--- config.mk ---
export PLATFORM = sky130hd
export DESIGN_NAME = interrupt_controller
export DESIGN_NICKNAME = d
export VERILOG_FILES = /design/src/rtl/intc_pkg.sv /design/src/rtl/irq_sync.sv /design/src/rtl/interrupt_controller.sv
export SDC_FILE = /design/constraint.sdc
export NUM_CORES = 1
export LEC_CHECK = 0
export BUFFER_PORTS_ARGS = -buffer_cell sky130_fd_sc_hd__buf_2
export CORE_AREA = 8 8 57 59
export DETAILED_ROUTE_END_ITERATION = 12
export DIE_AREA = 0 0 65 67
export GPL_TIMING_DRIVEN = 0
export PLACE_DENSITY_LB_ADDON = 0.2
export SETUP_SLACK_MARGIN = 0.1
export SLEW_MARGIN = 15
export SYNTH_ARGS = -nofsm -noshare
export SYNTH_HDL_FRONTEND = slang
export SYNTH_SLANG_ARGS = --single-unit
--- constraint.sdc ---
create_clock -name clk -period 0.9 [get_ports clk]
set_input_delay 0.045 -clock clk [delete_from_list [all_inputs] [get_ports clk]]
set_output_delay 0.045 -clock clk [all_outputs]
set_load 0.01 [all_outputs]
--- src/rtl/intc_pkg.sv ---
// rtl/intc_pkg.sv - shared constants for the interrupt controller
package intc_pkg;
    localparam int NUM_IRQ = 4;

    localparam logic [1:0] OFF_MASK    = 2'd0;
    localparam logic [1:0] OFF_PENDING = 2'd1;
    localparam logic [1:0] OFF_EDGE    = 2'd2;
    localparam logic [1:0] OFF_ACTIVE  = 2'd3;

    localparam logic [7:0] IO_PAGE = 8'h10;
endpackage

--- src/rtl/irq_sync.sv ---
// rtl/irq_sync.sv - one request line: two-flop synchroniser plus rising-edge detect
// Optional feature macro: INTC_EDGE_EN (adds the delayed copy used for edge detection)
module irq_sync (
    input  logic clk,
    input  logic reset,
    input  logic src,
    output logic s,
    output logic rise
);
    logic meta;

    always_ff @(posedge clk or negedge reset) begin
        if (!reset) begin
            meta <= 1'b0;
            s    <= 1'b0;
        end else begin
            meta <= src;
            s    <= meta;
        end
    end

`ifdef INTC_EDGE_EN
    logic s_d;

    // s_d follows s regardless of trigger mode, so switching to edge mode
    // while the line is already high does not look like a new rise.
    always_ff @(posedge clk or negedge reset) begin
        if (!reset) begin
            s_d <= 1'b0;
        end else begin
            s_d <= s;
        end
    end

    assign rise = s & ~s_d;
`else
    assign rise = 1'b0;
`endif
endmodule

--- src/rtl/interrupt_controller.sv ---
// rtl/interrupt_controller.sv - 4-line maskable interrupt controller on the 0x10xx I/O page
// Optional feature macro: INTC_EDGE_EN (per-line edge trigger and EDGE register)
module interrupt_controller
    import intc_pkg::*;
#(
    parameter logic [7:0] BASE_ADDR = 8'hF0
) (
    input  logic                clk,
    input  logic                reset,
    input  logic [NUM_IRQ-1:0]  irq_src,
    input  logic [15:0]         address,
    input  logic [7:0]          din,
    input  logic                write_en,
    input  logic                read_en,
    output logic [7:0]          dout,
    output logic                interrupt_0,
    output logic                interrupt_1,
    output logic                interrupt_2,
    output logic                interrupt_3,
    input  logic                interrupt_0_clr,
    input  logic                interrupt_1_clr,
    input  logic                interrupt_2_clr,
    input  logic                interrupt_3_clr
);
    logic [NUM_IRQ-1:0] s;
    logic [NUM_IRQ-1:0] rise;
    logic [NUM_IRQ-1:0] mask_q;
    logic [NUM_IRQ-1:0] pend_q;
    logic [NUM_IRQ-1:0] pend_d;
    logic [NUM_IRQ-1:0] edge_q;
    logic [NUM_IRQ-1:0] clr;
    logic [7:0]         rdata;
    logic               hit;
    logic               wr;
    logic               rd;
    logic [1:0]         offset;
    logic               unused_din;

    assign unused_din = ^din[7:NUM_IRQ];

    for (genvar n = 0; n < NUM_IRQ; n++) begin : g_sync
        irq_sync u_sync (
            .clk  (clk),
            .reset(reset),
            .src  (irq_src[n]),
            .s    (s[n]),
            .rise (rise[n])
        );
    end

    assign hit    = (address[15:8] == IO_PAGE) && (address[7:2] == BASE_ADDR[7:2]);
    assign offset = address[1:0];
    assign wr     = write_en && hit;
    assign rd     = read_en && hit;

    assign clr = {interrupt_3_clr, interrupt_2_clr, interrupt_1_clr, interrupt_0_clr}
               | ({NUM_IRQ{wr && (offset == OFF_PENDING)}} & din[NUM_IRQ-1:0]);

`ifdef INTC_EDGE_EN
    always_ff @(posedge clk or negedge reset) begin
        if (!reset) begin
            edge_q <= '0;
        end else if (wr && (offset == OFF_EDGE)) begin
            edge_q <= din[NUM_IRQ-1:0];
        end
    end

    // Edge lines: a rise beats a same-cycle clear. Level lines: the clear
    // takes this cycle and a still-high source re-sets on the next one.
    assign pend_d = (edge_q & (rise | (pend_q & ~clr)))
                  | (~edge_q & ~clr & (s | pend_q));
`else
    logic unused_rise;

    assign unused_rise = ^rise;
    assign edge_q      = '0;
    assign pend_d      = ~clr & (s | pend_q);
`endif

    always_comb begin
        rdata = 8'h00;
        case (offset)
            OFF_MASK:    rdata = {{(8-NUM_IRQ){1'b0}}, mask_q};
            OFF_PENDING: rdata = {{(8-NUM_IRQ){1'b0}}, pend_q};
            OFF_EDGE:    rdata = {{(8-NUM_IRQ){1'b0}}, edge_q};
            OFF_ACTIVE:  rdata = {{(8-NUM_IRQ){1'b0}}, pend_q & mask_q};
            default:     rdata = 8'h00;
        endcase
    end

    always_ff @(posedge clk or negedge reset) begin
        if (!reset) begin
            mask_q <= '0;
            pend_q <= '0;
            dout   <= 8'h00;
        end else begin
            if (wr && (offset == OFF_MASK)) begin
                mask_q <= din[NUM_IRQ-1:0];
            end
            pend_q <= pend_d;
            // Zero when not selected so several blocks can be OR-ed onto one read bus.
            dout   <= rd ? rdata : 8'h00;
        end
    end

    assign interrupt_0 = pend_q[0] & mask_q[0];
    assign interrupt_1 = pend_q[1] & mask_q[1];
    assign interrupt_2 = pend_q[2] & mask_q[2];
    assign interrupt_3 = pend_q[3] & mask_q[3];
endmodule

==> impl_metrics.csv <==
group,metric,value,unit
logic_synthesis,synthCells,68,
cells_and_area,fin_cells,166,
run,cap_viol_max_count,0,
setup_path,r2r_cells,4,
setup_path,critPathSlowestCell,"or4_4",
routing,route.vias.total,753,
timing,fmax,874,MHz
timing,slew_viol_final,0,
routing,drtIter0Drc,23,
logic_synthesis,yosysWarnings,0,
global_route,overflow,0,
global_route,grt_usage,0.103,
status,status,"finished, violations left",
timing,fin_crit_sh,1.27,
status,violations,"negative setup slack",
worst_hold_path,holdPathStages,3,
logic_synthesis,synthTopCellsByCount,"dfrtp_1, nor2_1, nand2b_1",
setup_path,cp_num_cells,6,
power_and_ir_drop,cellPowerDensity,1230,nW/um2
logic_synthesis,avgSynthCellArea,12.1,um2
setup_path,worst_r2r_endpoint,"dout[0]",
logic_synthesis,ys.flop_type,"dfrtp_1",
cells_and_area,final_util,0.596,
setup_path,worstPathArrival,1.35,ns
cts,cts_buffers,3,
global_route,grt_max_degree,21,
timing,hold_viol,0,
placed_design,gp_congestion,0.729,
global_route,grt_pass1_vias,826,
timing,fin_crit,1.14,ns
timing,skew,0.0104,ns
setup_path,cpMostUsedCell,"buf_6",
setup_path,worstPathCellList,"buf_6 -> nand4_1 -> or4_4 -> nor4_4 -> buf_6 -> mux2_4",
timing,timing.hold.ws,0.0400,ns
logic_synthesis,synth_edf_count,0,
cells_and_area,area_delta_synth_final,71.4,%
cells_and_area,drive_gt1_frac,0.515,
placed_design,dp_cells,140,
setup_path,crit_path_max_fanout,4,
timing,rsz0062_at_grt,"yes",
cts,clk_latency,0.31,ns
setup_path,path_class,"primary input to flop",
cts,cts_sinks,20,
routing,routedWlPerCell,12.9,um
setup_path,cp.required,1.10,ns
placed_design,hpwl,1480,um
global_route,grt_pass1_wl,3510,um
global_route,use_met1,0.0921,
global_route,use_met2,0.206,
floorplanning,start_util,0.348,
timing,fin_ws,-0.245,ns
setup_path,rrSetupSlack,-0.15,ns
floorplanning,die_height,67,um
floorplanning,coreArea,2360,um2
routing,drc,0,
worst_hold_path,min_to,"dout[0]",
power_and_ir_drop,p_total,1.73,mW
logic_synthesis,synth.most_common_cell,"dfrtp_1",
routing,avgViaCountPerCell,4.54,
setup_path,crit_family,"simple AND/OR/NAND/NOR gates",
setup_path,end_kind,"flop",
global_route,antenna_found_initial,0,
placed_design,io_buffers,39,
timing,setup_violations,12,
logic_synthesis,synth.area.top_cells,"dfrtp_1, mux2_2, nor2_1",
cts,cts_tree,"yes",
logic_synthesis,async_reset_ff_frac,1.00,
logic_synthesis,yosysTopAreaCellShare,0.609,
cts,clk_pin_slew,0.12,ns
cells_and_area,layout.nets,173,
logic_synthesis,yosysSeqAreaShare,0.609,
cts,cts_root_buffer,"clkbuf_4",
logic_synthesis,synthesis.area,822,um2
routing,wl,2150,um
cells_and_area,fillers,196,
routing,ant_nets,0,
routing,drtPass1Iterations,2,
global_route,grt.met3_usage,0.0352,
floorplanning,core.rowCount,18,
setup_path,crit_buf_inv,2,
worst_hold_path,min_from,"read_en",
worst_hold_path,worstHoldPathType,"primary input to flop",
floorplanning,io_pins,48,
setup_path,critical_path.startpoint_type,"primary input",
cts,clockBufferDepth,2,
power_and_ir_drop,ir_drop,0.00119,V
cells_and_area,n_antenna_cell,0,
logic_synthesis,synth-seq-cells,20,
floorplanning,fp.dieArea,4360,um2
global_route,busiest_layer,"met2",
cts,htreeDepth,1,
logic_synthesis,yosysTopAreaCell,"dfrtp_1",
setup_path,crit_path_max_incr_delay,0.51,ns
power_and_ir_drop,p_leak,0.695,nW
setup_path,r2r_start,"mask_q[0]",
floorplanning,die_x,65,um
logic_synthesis,synthDistinctLibCells,18,
[cells in the final DEF (no fill, tap or decap), types with 3 or more instances in the layout]
cell	count
buf_2	35
dfrtp_1	20
dlygate4sd3_1	13
nor2_1	11
buf_4	9
buf_6	8
nand2b_4	4
and2_1	4
mux2_4	4
conb_1	4
a32oi_1	3
a211oi_1	3
clkbuf_4	3
[final cells by class]
class,count,area (um2),area share
multi-input cells,47,372,0.264
well taps,30,37.5,0.0266
repair buffers,61,433,0.307
plain buffers,4,30.0,0.0213
clock buffers,4,36.3,0.0258
flip-flops and latches,20,500,0.355
[worst max path at each step]
| stage | slack (ns) | endpoint | startpoint |
|---|---|---|---|
| final | -0.24 | mask_q[1] | address[6] |
| after global routing | -0.30 | mask_q[2] | address[6] |
| after CTS | -0.27 | mask_q[1] | address[6] |
| after detailed placement | -0.78 | mask_q[3] | address[7] |
| after global placement | -0.75 | mask_q[2] | address[6] |
| after floorplan | -0.57 | mask_q[0] | address[6] |
[metal layers]
layer / share of wire / routed length, um
met2: 0.55 / 1170
met3: 0.063 / 135
met5: 0 / 0
met4: 0.026 / 55
met1: 0.36 / 779
[flip-flops by register name, indices dropped and copies added, names as in the netlist]
register,cells
mask_q,4
dout,4
g_sync.u_sync.meta,4
g_sync.u_sync.s,4
pend_q,4
[timing repair]
action / CTS / global route
cloned: 0 / 0
gates resized for setup: 15 / 6
hold buffers: 13 / 0
setup buffers: 9 / 0
hold endpoints to repair: 32 / 0
setup endpoints to repair: 20 / 20
pin swaps: 11 / 2
[worst min-delay path, delay by kind of cell]
family                 cells  cell delay (ns)
buffers and inverters      1             0.10
AND/OR/NAND/NOR            2             0.19
[report_power, final]
| group | internal, mW | total, mW | switching (mW) |
|---|---|---|---|
| registers | 0.928 | 0.939 | 0.0110 |
| logic | 0.146 | 0.252 | 0.105 |
| clock network | 0.247 | 0.542 | 0.295 |
| total | 1.32 | 1.73 | 0.411 |
[through the flow]
step           cell area (um2)  setup WS, ns  TNS (ns)
2_1_floorplan              840        -0.567     -2.27
3_3_place_gp              1070        -0.754     -4.67
3_5_place_dp              1070        -0.777     -4.85
4_1_cts                   1390        -0.272     -1.89
5_1_grt                   1410        -0.300     -2.51
6_report                  1410        -0.245     -1.87
[cell families (layout without fill, tap and decap cells)]
group           count (synthesis)  in the layout  synth area share
buf+inv                         4             69            0.0365
other cells                     1              4           0.00456
simple gates                   30             30             0.215
compound gates                  9              9            0.0807
mux                             4              4            0.0548
flops                          20             20             0.609
Power figures use the tool's default switching activity.
